### config.mk
export PLATFORM = sky130hd
export DESIGN_NAME = mem_wait_ctrl
export DESIGN_NICKNAME = d
export VERILOG_FILES = /design/src/rtl/mem_wait_ctrl_pkg.sv /design/src/rtl/mem_addr_decode.sv /design/src/rtl/mem_wait_ctrl.sv
export SDC_FILE = /design/constraint.sdc
export NUM_CORES = 1
export LEC_CHECK = 0
export BUFFER_PORTS_ARGS = -buffer_cell sky130_fd_sc_hd__buf_2
export CAP_MARGIN = 40
export CORE_MARGIN = 2
export CORE_UTILIZATION = 47
export CTS_CLUSTER_DIAMETER = 200
export DETAILED_ROUTE_END_ITERATION = 8
export HOLD_SLACK_MARGIN = 0.1
export PLACE_DENSITY = 0.79
export SETUP_SLACK_MARGIN = 0.15
export SLEW_MARGIN = 0
export SYNTH_ARGS = -nofsm -noshare
export SYNTH_HDL_FRONTEND = slang
export SYNTH_SLANG_ARGS = --single-unit
### constraint.sdc
create_clock -name clk -period 2.2 [get_ports clk]
set_input_delay 0.44 -clock clk [delete_from_list [all_inputs] [get_ports clk]]
set_output_delay 0.44 -clock clk [all_outputs]
set_load 0.02 [all_outputs]
### src/rtl/mem_wait_ctrl_pkg.sv
// Shared types for the memory-side wait-state controller: FSM state encodings
// and the CPU access-type values carried on which_rdwr.
package mem_wait_ctrl_pkg;

  typedef enum logic [2:0] {
    ST_IDLE     = 3'd0,
    ST_WAIT     = 3'd1,
    ST_ACCESS   = 3'd2,
    ST_READ_CAP = 3'd3,
    ST_DONE     = 3'd4
  } state_t;

  // Must match the CPU's which_rdwr encoding.
  localparam logic WH_READ  = 1'b0;
  localparam logic WH_WRITE = 1'b1;

  function automatic logic is_write(input logic which);
    return which == WH_WRITE;
  endfunction

endpackage

### src/rtl/mem_addr_decode.sv
// Address window decoder: flags addresses whose bits above the populated RAM
// width are all zero. Kept separate so ROM/IO windows can reuse it.
module mem_addr_decode #(
  parameter int ADDR_W     = 24,
  parameter int RAM_ADDR_W = 16
) (
  input  logic [ADDR_W-1:0] addr,
  output logic              in_range
);

  // Shifting by the full width yields zero, so a window covering the whole
  // address space decodes as always in range.
  assign in_range = ((addr >> RAM_ADDR_W) == '0);

endmodule

### src/rtl/mem_wait_ctrl.sv
// Memory-side bus controller: latches a CPU request, inserts WAIT_STATES wait
// cycles, performs the RAM access and returns a one-cycle data_ready pulse.
module mem_wait_ctrl
  import mem_wait_ctrl_pkg::*;
#(
  parameter int ADDR_W      = 24,
  parameter int DATA_W      = 8,
  parameter int RAM_ADDR_W  = 16,
  parameter int WAIT_STATES = 1,
  parameter int WAIT_CNT_W  = 4
) (
  input  logic                  clk,
  input  logic                  rst,
  input  logic                  req_rdwr,
  input  logic                  which_rdwr,
  input  logic [ADDR_W-1:0]     addr,
  input  logic [DATA_W-1:0]     cpu_wdata,
  output logic [DATA_W-1:0]     cpu_rdata,
  output logic                  data_ready,
  output logic                  busy,
  output logic                  ram_we,
  output logic [RAM_ADDR_W-1:0] ram_addr,
  output logic [DATA_W-1:0]     ram_wdata,
  input  logic [DATA_W-1:0]     ram_rdata
);

  localparam logic [WAIT_CNT_W-1:0] WAIT_LOAD =
    (WAIT_STATES > 0) ? WAIT_CNT_W'(WAIT_STATES - 1) : '0;

  state_t                state;
  state_t                state_nxt;
  logic [WAIT_CNT_W-1:0] wait_cnt;
  logic [WAIT_CNT_W-1:0] wait_cnt_nxt;
  logic                  accept;
  logic                  addr_in_range;
  logic                  lat_write;
  logic                  lat_in_range;
  logic                  we_nxt;
  logic [DATA_W-1:0]     open_bus;

  mem_addr_decode #(
    .ADDR_W    (ADDR_W),
    .RAM_ADDR_W(RAM_ADDR_W)
  ) u_decode (
    .addr    (addr),
    .in_range(addr_in_range)
  );

  always_ff @(posedge clk or negedge rst) begin
    if (!rst) begin
      state    <= ST_IDLE;
      wait_cnt <= '0;
    end else begin
      state    <= state_nxt;
      wait_cnt <= wait_cnt_nxt;
    end
  end

  // Dropping the request while still waiting abandons the access; once the
  // RAM cycle has started the transfer always runs to completion.
  always_comb begin
    state_nxt    = state;
    wait_cnt_nxt = wait_cnt;
    accept       = 1'b0;
    case (state)
      ST_IDLE: begin
        if (req_rdwr) begin
          accept       = 1'b1;
          wait_cnt_nxt = WAIT_LOAD;
          state_nxt    = (WAIT_STATES > 0) ? ST_WAIT : ST_ACCESS;
        end
      end
      ST_WAIT: begin
        if (!req_rdwr) begin
          state_nxt = ST_IDLE;
        end else if (wait_cnt == '0) begin
          state_nxt = ST_ACCESS;
        end else begin
          wait_cnt_nxt = wait_cnt - 1'b1;
        end
      end
      ST_ACCESS:   state_nxt = lat_write ? ST_DONE : ST_READ_CAP;
      ST_READ_CAP: state_nxt = ST_DONE;
      ST_DONE:     state_nxt = ST_IDLE;
      default:     state_nxt = ST_IDLE;
    endcase
  end

  // With no wait states ACCESS follows acceptance directly, so the strobe
  // must be decided from the live request rather than the latched copy.
  always_comb begin
    we_nxt = 1'b0;
    if (state_nxt == ST_ACCESS) begin
      if (accept) begin
        we_nxt = is_write(which_rdwr) && addr_in_range;
      end else begin
        we_nxt = lat_write && lat_in_range;
      end
    end
  end

  always_ff @(posedge clk or negedge rst) begin
    if (!rst) begin
      busy       <= 1'b0;
      data_ready <= 1'b0;
      ram_we     <= 1'b0;
    end else begin
      busy       <= (state_nxt != ST_IDLE);
      data_ready <= (state_nxt == ST_DONE);
      ram_we     <= we_nxt;
    end
  end

  always_ff @(posedge clk or negedge rst) begin
    if (!rst) begin
      lat_write    <= 1'b0;
      lat_in_range <= 1'b0;
      ram_addr     <= '0;
      ram_wdata    <= '0;
    end else if (accept) begin
      lat_write    <= is_write(which_rdwr);
      lat_in_range <= addr_in_range;
      ram_addr     <= addr[RAM_ADDR_W-1:0];
      ram_wdata    <= cpu_wdata;
    end
  end

  // Out-of-window reads return the last byte actually read from RAM.
  always_ff @(posedge clk or negedge rst) begin
    if (!rst) begin
      cpu_rdata <= '0;
      open_bus  <= '0;
    end else if (state == ST_READ_CAP) begin
      if (lat_in_range) begin
        cpu_rdata <= ram_rdata;
        open_bus  <= ram_rdata;
      end else begin
        cpu_rdata <= open_bus;
      end
    end
  end

endmodule

Word-level counts from Yosys, hierarchy flattened
Index checks and enable logic that the tools add are counted.

ROM bits: 0. Bits in writable memories: 0. Register bits: 44. Memories kept: 0. Word-level logic and storage cells: 42. Bits in latches: 0. Output and inout bits: 35.

$lt $le $gt $ge: 0. Bitwise gates (word level): 0. Multiplexer cells: 14. $mul: 0. Div/mod/pow operators: 0. Equal/unequal tests: 8. Reductions and logical operators: 9. Shift operators: 0. $add $sub $neg: 1.

Operator list (number): 24-bit logical NOT (1); 3-bit 2-to-1 mux (4); 4-bit 2-to-1 mux (3); 3-bit one-hot mux with 4 select lines (1); 3-bit by 2-bit equality test with 1-bit output (second input constant) (3); 8-bit 2-to-1 mux (1); 4-bit one-hot mux with 2 select lines (1); 2-bit inequality test (second input constant) (3); 4-bit logical NOT (1); 1-bit 2-to-1 mux (4); 4-bit AND reduction (1); 4-bit by 1-bit subtractor with 4-bit output (second input constant) (1); 3-bit by 1-bit equality test with 1-bit output (second input constant) (1); 3-bit equality test (second input constant) (1); 3-bit logical NOT (1); 3-bit nonzero test (1); 1-bit logical AND (2); 2-bit AND reduction (1); 2-bit nonzero test (1).

Depth between registers and ports, before layout
Gate-level depths: netlist of run 1.

Depth after elaboration: 6. Gate-level depth with buffers: 5. Mapped depth without buffers: 5.

Cells and area by module
A second synthesis of run 1 with hierarchy kept.

Cell total of the unflattened synthesis: 123. Area, all modules: 1799.2 um^2.

Modules (own cells, without submodules): mem_wait_ctrl (cells each 120, area each 1780.5 um^2, instances 1, sequential area each 1101.1 um^2); mem_addr_decode (cells each 3, area each 18.8 um^2, instances 1, sequential area each 0.0 um^2).

Worst setup path before layout of run 1
OpenSTA, ideal clock, no wires.

Path type: reg-to-reg. Start: register state[1]. End: register ram_addr[0]. Required time: 2.075 ns. Arrival time: 1.522 ns. Path slack: 0.553 ns. Clock period less this slack: 1.647 ns. Cell stages (with the launch flop): 5. Setup time: 0.125 ns. Cell sequence: dfrtp_1 buf_6 nor4b_4 buf_6 mux2_4.

Cells in the longest elaborated chain, start to end: 2.

Ends and longest elaborated chain: start, declared (line mem_wait_ctrl.sv:30) `state_t state;`; start signal, assigned (line mem_wait_ctrl.sv:54) `state <= state_nxt;`; 3-bit logical NOT (line mem_wait_ctrl.sv:65) `case (state)`; 1-bit 2-to-1 mux (line mem_wait_ctrl.sv:65); end signal, assigned (line mem_wait_ctrl.sv:123) `ram_addr <= addr[RAM_ADDR_W-1:0];`; end, declared (line mem_wait_ctrl.sv:22) `output logic [RAM_ADDR_W-1:0] ram_addr,`.

No other way between the ends. A chain may end at the register's enable or synchronous reset.

Worst setup path after layout of run 1
Start: register state[0]. End: register ram_wdata[5].

Cells in the longest elaborated chain, start to end: 2.

Ends and longest elaborated chain: 3-bit logical NOT (line mem_wait_ctrl.sv:65); 1-bit 2-to-1 mux (line mem_wait_ctrl.sv:65); end signal, assigned (line mem_wait_ctrl.sv:124) `ram_wdata <= cpu_wdata;`; end, declared (line mem_wait_ctrl.sv:23) `output logic [DATA_W-1:0] ram_wdata,`.

No other way between the ends.

==> results.ini, run 1 <==
[placed_design]
portBuffers = 78
place_area_um2 = 2320
hpwl_um = 2560
dp_cells = 256
gp_congestion = 0.840

[clocking]
cts-root-buf = clkbuf_8
hold_buffers = 0
cts_tree = done
clkSinkCount = 44
cts_buffer_depth = 2
postCtsSetupRepairBufs = 0
numCtsBuffers = 5
clock_latency_ps = 290
htree_levels = 2
clkSlewWorstSetupHoldPaths_ps = 70
cts.repair.resized = 0

[cells_and_area]
antenna_cells = 0
final_common_cell = buf_2
layout_common_cells = buf_2 (78), dfrtp_1 (44), mux2_4 (18), mux2_2 (15)
final_area_um2 = 2410
fillers = 316
fin_nets = 259
post_route_cells_drive_above_1_share_pct = 57.5
syn2layout_area_growth_pct = 27.7
fin_cells = 264

[power]
powerDensity_nw_per_um2 = 1430
pwr-share-clk_pct = 14.4
ir_drop_v = 0.000711
pwr-share-comb_pct = 45.2
leakage_nw = 1.20
p_seq_share_pct = 40.4
p_sw_mw = 1.28
netSwitchingFraction_pct = 37.1
fin_total_pwr_mw = 3.45
intPower_mw = 2.17

[route]
antenna_left = 0
first_iter_violations = 45
first_pass_iters = 4
viasPerCell = 4.92
route.detailed.drc = 0
drt_wl_total_um = 3360
via_count = 1298
wire_per_inst_um = 12.7

[floorplan]
core-area_um2 = 3940
die_area_um2 = 4530
initial_utilization_pct = 47.8
rows = 23
die_w_um = 67.3
fp.dieH_um = 67.3
ios = 79

[synthesis]
synth_area_um2 = 1890
async_reset_ff_share_pct = 100
synthCells = 130
synth_edf_count = 0
synthFlopType = dfrtp_1
ys_warn_count = 0
ys_seq_area_share_pct = 58.4
synth_seq_cells = 44
ys_types = 23
syn_nets = 176
syn_avg_cell_area_um2 = 14.5

[job]
max_cap_viol_count = 0

[setup_path]
crit_fanout = 20
crit_arrival_ps = 1860
critical_path_required_ps = 2380
critical_path_class = flip-flop to flip-flop
start_kind = flip-flop
end_kind = flip-flop

[sta]
maxSlewViolCount = 0
worst_pin_slew_ps = 735
timing.final.crit_share_pct = 76.5
hold_violations = 0
setup_viol = 0
max_freq_mhz = 594
max_slew_margin_pct = 51.0
finClkSkew_ps = 5.71
final.setup.tns_ps = 0
hold_ws_ps = 212
period_needed_ps = 1680
rsz0062_at_grt = no

[global_routing]
grt_overflow_total = 0
first_global_vias = 1178
grt_pass1_wl_um = 5210
grt_max_degree = 37
grt_util_all_layers_pct = 15.8
antenna_found_initial = 0

[hold_path]
hp-class = primary input to asynchronous set/reset pin

[outcome]
status = completed

critical path, cell delays in order, from the launching register on:
cell and delay, ps:
dfrtp_1 500, nor4b_4 340, buf_4 350, mux2_2 370
stage by stage:
stage	setup slack, ps	utilization [%]
after floorplan	553	-
after global placement	569	58.8
after detailed placement	540	58.8
after CTS	495	61.1
after global routing	437	61.1
final	517	61.1
sequential cells by signal, summed over array words and instances, names as in the netlist:
name	count
ram_addr	16
open_bus	8
ram_wdata	8
wait_cnt	4
state	3
busy	1
data_ready	1
lat_in_range	1
lat_write	1
ram_we	1
cells by family after synthesis:
kind of cell / after synthesis / synth area share, %
simple gates: 31 / 10.1
compound gates: 11 / 3.78
buf+inv: 9 / 3.12
fa+ha+maj: 2 / 1.33
mux: 33 / 23.3
flops: 44 / 58.4
final timing paths:
| check | endpoint | slack, ps | cells past startpoint | startpoint |
|---|---|---|---|---|
| max | ram_wdata[5] | 520 | 3 | state[0] |
| min | busy | 210 | 1 | rst |
| max reg2reg | ram_wdata[5] | 520 | 3 | state[0] |
| min reg2reg | ram_wdata[5] | 500 | 1 | ram_wdata[5] |
| max in group asynchronous | open_bus[0] | 1380 | 2 | rst |
| min in group clk | ram_wdata[0] | 380 | 2 | cpu_wdata[0] |
cells in the mapped netlist (all sizes together) (3+ instances only):
library cell  number  share of area [%]
dfrtp             44                 58
nor3b              5                2.0
buf                5                2.3
nor2b              3                1.0
o21ai              4                1.1
inv                4               0.80
mux2              33                 23
nand3              4                1.1
nand2              6                1.2
nor2               5                1.0
per-layer routing:
metal / track usage (%) / vias up / part of all wire [%]
li1: - / 623 / -
met1: 20.8 / 613 / 45
met2: 23.8 / 55 / 45
met3: 4.67 / 7 / 8.0
met4: 8.42 / 0 / 1.8
met5: 0 / - / 0
power by group through the flow:
stage | registers, mW | logic [mW] | clock network (mW)
2_1_floorplan | 1.66 | 0.896 | 0
4_1_cts | 1.40 | 1.59 | 0.517
5_1_grt | 1.44 | 1.69 | 0.551
3_3_place_gp | 1.40 | 1.55 | 0
6_report | 1.40 | 1.56 | 0.497
3_5_place_dp | 1.40 | 1.58 | 0
final cells by class:
class                           instances  area [um^2]  area share, %
Clock buffer                            8         90.1           3.74
Inverter                                4         15.0          0.624
Multi-Input combinational cell         77          726           30.1
Sequential cell                        44         1100           45.7
Tap cell                               50         62.6           2.60
Timing Repair Buffer                   81          413           17.2
Power figures use the tool's default switching activity.
==> inputs of run 2 (changes only) <==
Settings changed: CORE_UTILIZATION 47 to 42, PLACE_DENSITY 0.79 to 0.74.
Clock period 2.2 ns to 1.4 ns, I/O delays scaled along.
==> results.ini, run 2 (same netlist as run 1, synthesis figures left out) <==
[job]
max_cap_viol_count = 0

[setup_path]
start_kind = flip-flop
crit_fanout = 17
crit_path_top_delay_cell = dfrtp_1
cp-endpoint = ram_wdata[3]
crit_chain = nor4b_4 > buf_12 > mux2_2
critical_path_class = flip-flop to flip-flop
r2r_start = state[0]
path_depth = 3
worstSetupStartpoint = state[0]
crit_family = flip-flops
critical_path_required_ps = 1590
ff2ff_path_depth = 3
max_stage_delay_ps = 410
worstReg2RegEnd = ram_wdata[3]
rrSetupSlack_ps = -60
crit_arrival_ps = 1650
cp.buffers_inverters = 1
end_kind = flip-flop

[floorplan]
initial_utilization_pct = 43.3
ios = 79
die_w_um = 71.0
core-area_um2 = 4350
fp.dieH_um = 71.0
rows = 24
die_area_um2 = 5040

[sta]
hold_ws_ps = 209
timing.final.crit_share_pct = 105
rsz0062_at_grt = yes
max_slew_margin_pct = 75.8
setup_viol = 26
finClkSkew_ps = 2.80
worst_pin_slew_ps = 360
max_freq_mhz = 683
hold_violations = 0
period_needed_ps = 1460
layout_setup_ws_ps = -63.6
maxSlewViolCount = 0

[clocking]
cts_buffer_depth = 2
cts_tree = done
cts-root-buf = clkbuf_8
clkSlewWorstSetupHoldPaths_ps = 80
htree_levels = 2
clock_latency_ps = 300
clkSinkCount = 44
numCtsBuffers = 5

[route]
first_pass_iters = 4
route.detailed.drc = 0
first_iter_violations = 68
drt_wl_total_um = 4050
wire_per_inst_um = 14.5
antenna_left = 0
via_count = 1374
viasPerCell = 4.91

[cells_and_area]
fin_cells = 280
largest_reg_flops = 16
syn2layout_area_growth_pct = 41.5
final_common_cell = buf_2
antenna_cells = 0
post_route_cells_drive_above_1_share_pct = 65.8
final_area_um2 = 2670
layout_common_cells = buf_2 (78), dfrtp_1 (44), mux2_4 (24), buf_4 (10), mux2_2 (9)
largestRegisters = ram_addr x16, open_bus x8, ram_wdata x8
fin_nets = 273
regMostFlops = ram_addr

[placed_design]
portBuffers = 78
post-place-ws_ps = -64.4
dp_cells = 268
hpwl_um = 2830
gp_congestion = 0.813
place_area_um2 = 2450

[outcome]
status = finished, violations left
violations = setup timing

[power]
intPower_mw = 3.83
powerDensity_nw_per_um2 = 2300
leakage_nw = 1.33
netSwitchingFraction_pct = 37.5
p_sw_mw = 2.30
pwr-share-comb_pct = 51.9
ir_drop_v = 0.00136
pwr-share-clk_pct = 13.5
p_seq_share_pct = 34.6

[global_routing]
grt_overflow_total = 0
antenna_found_initial = 0
grt_util_all_layers_pct = 16.7
grt_max_degree = 45
first_global_vias = 1365
grt_pass1_wl_um = 6510

[hold_path]
hold_path_depth = 2
hp-class = primary input to flip-flop

-- run 2: changes by cell type in the layout (fill, tap and decap cells not counted), sizes merged --
cell and delta:
buf +13, clkbuf -1, clkinvlp +1, dlygate4sd3 +1
-- run 2: cell type report --
class,instances,area [um^2]
fill,335,1690
tap,52,65.1
clock inverter,1,7.51
multi-input combinational,77,823
inverter,4,15.0
clock buffer,7,86.3
sequential,44,1100
timing repair buffer,95,569
-- run 2: worst register-to-register path, cell delays in order (launching register included) --
cell and delay [ps]:
dfrtp_1 410, nor4b_4 370, buf_12 230, mux2_2 350
-- run 2: metal layers --
layer  track usage, %  vias to the layer above  share of wire [%]
met2             27.8                       30                 54
met5                0                        -                  0
met4             6.92                        0                1.5
met1             20.9                      683                 41
li1                 -                      656                  -
met3             3.99                        5                3.3
-- run 2: repair_timing --
| action | CTS | global route |
|---|---|---|
| hold buffers | 1 | 0 |
| resized for setup | 19 | 5 |
| setup buffers | 3 | 0 |
| hold endpoints to repair | 44 | 0 |
| pin swaps | 6 | 2 |
| setup endpoints to repair | 40 | 41 |
-- run 2: worst min path at each step --
stage	startpoint	end	slack [ps]
2_1_floorplan	rst	busy	-20
3_3_place_gp	rst	ram_wdata[2]	270
3_5_place_dp	rst	ram_addr[1]	280
4_1_cts	addr[0]	ram_addr[0]	200
5_1_grt	addr[0]	ram_addr[0]	190
6_report	addr[0]	ram_addr[0]	210
-- run 2: power groups by stage --
stage / combinational, mW / clock, mW / sequential (mW)
after floorplan: 1.49 / 0 / 2.62
final: 3.18 / 0.827 / 2.12
after global routing: 3.38 / 0.899 / 2.20
after global placement: 2.83 / 0 / 2.11
after detailed placement: 2.88 / 0 / 2.11
after CTS: 3.13 / 0.849 / 2.12
-- run 2: per-stage QoR --
stage / util (%) / setup TNS, ps / power, mW
floorplan: - / -5060 / 4.11
global placement: 56.4 / -452 / 4.94
detailed placement: 56.4 / -727 / 5.00
CTS: 60.8 / -891 / 6.10
global route: 61.3 / -2160 / 6.48
finish: 61.3 / -682 / 6.13
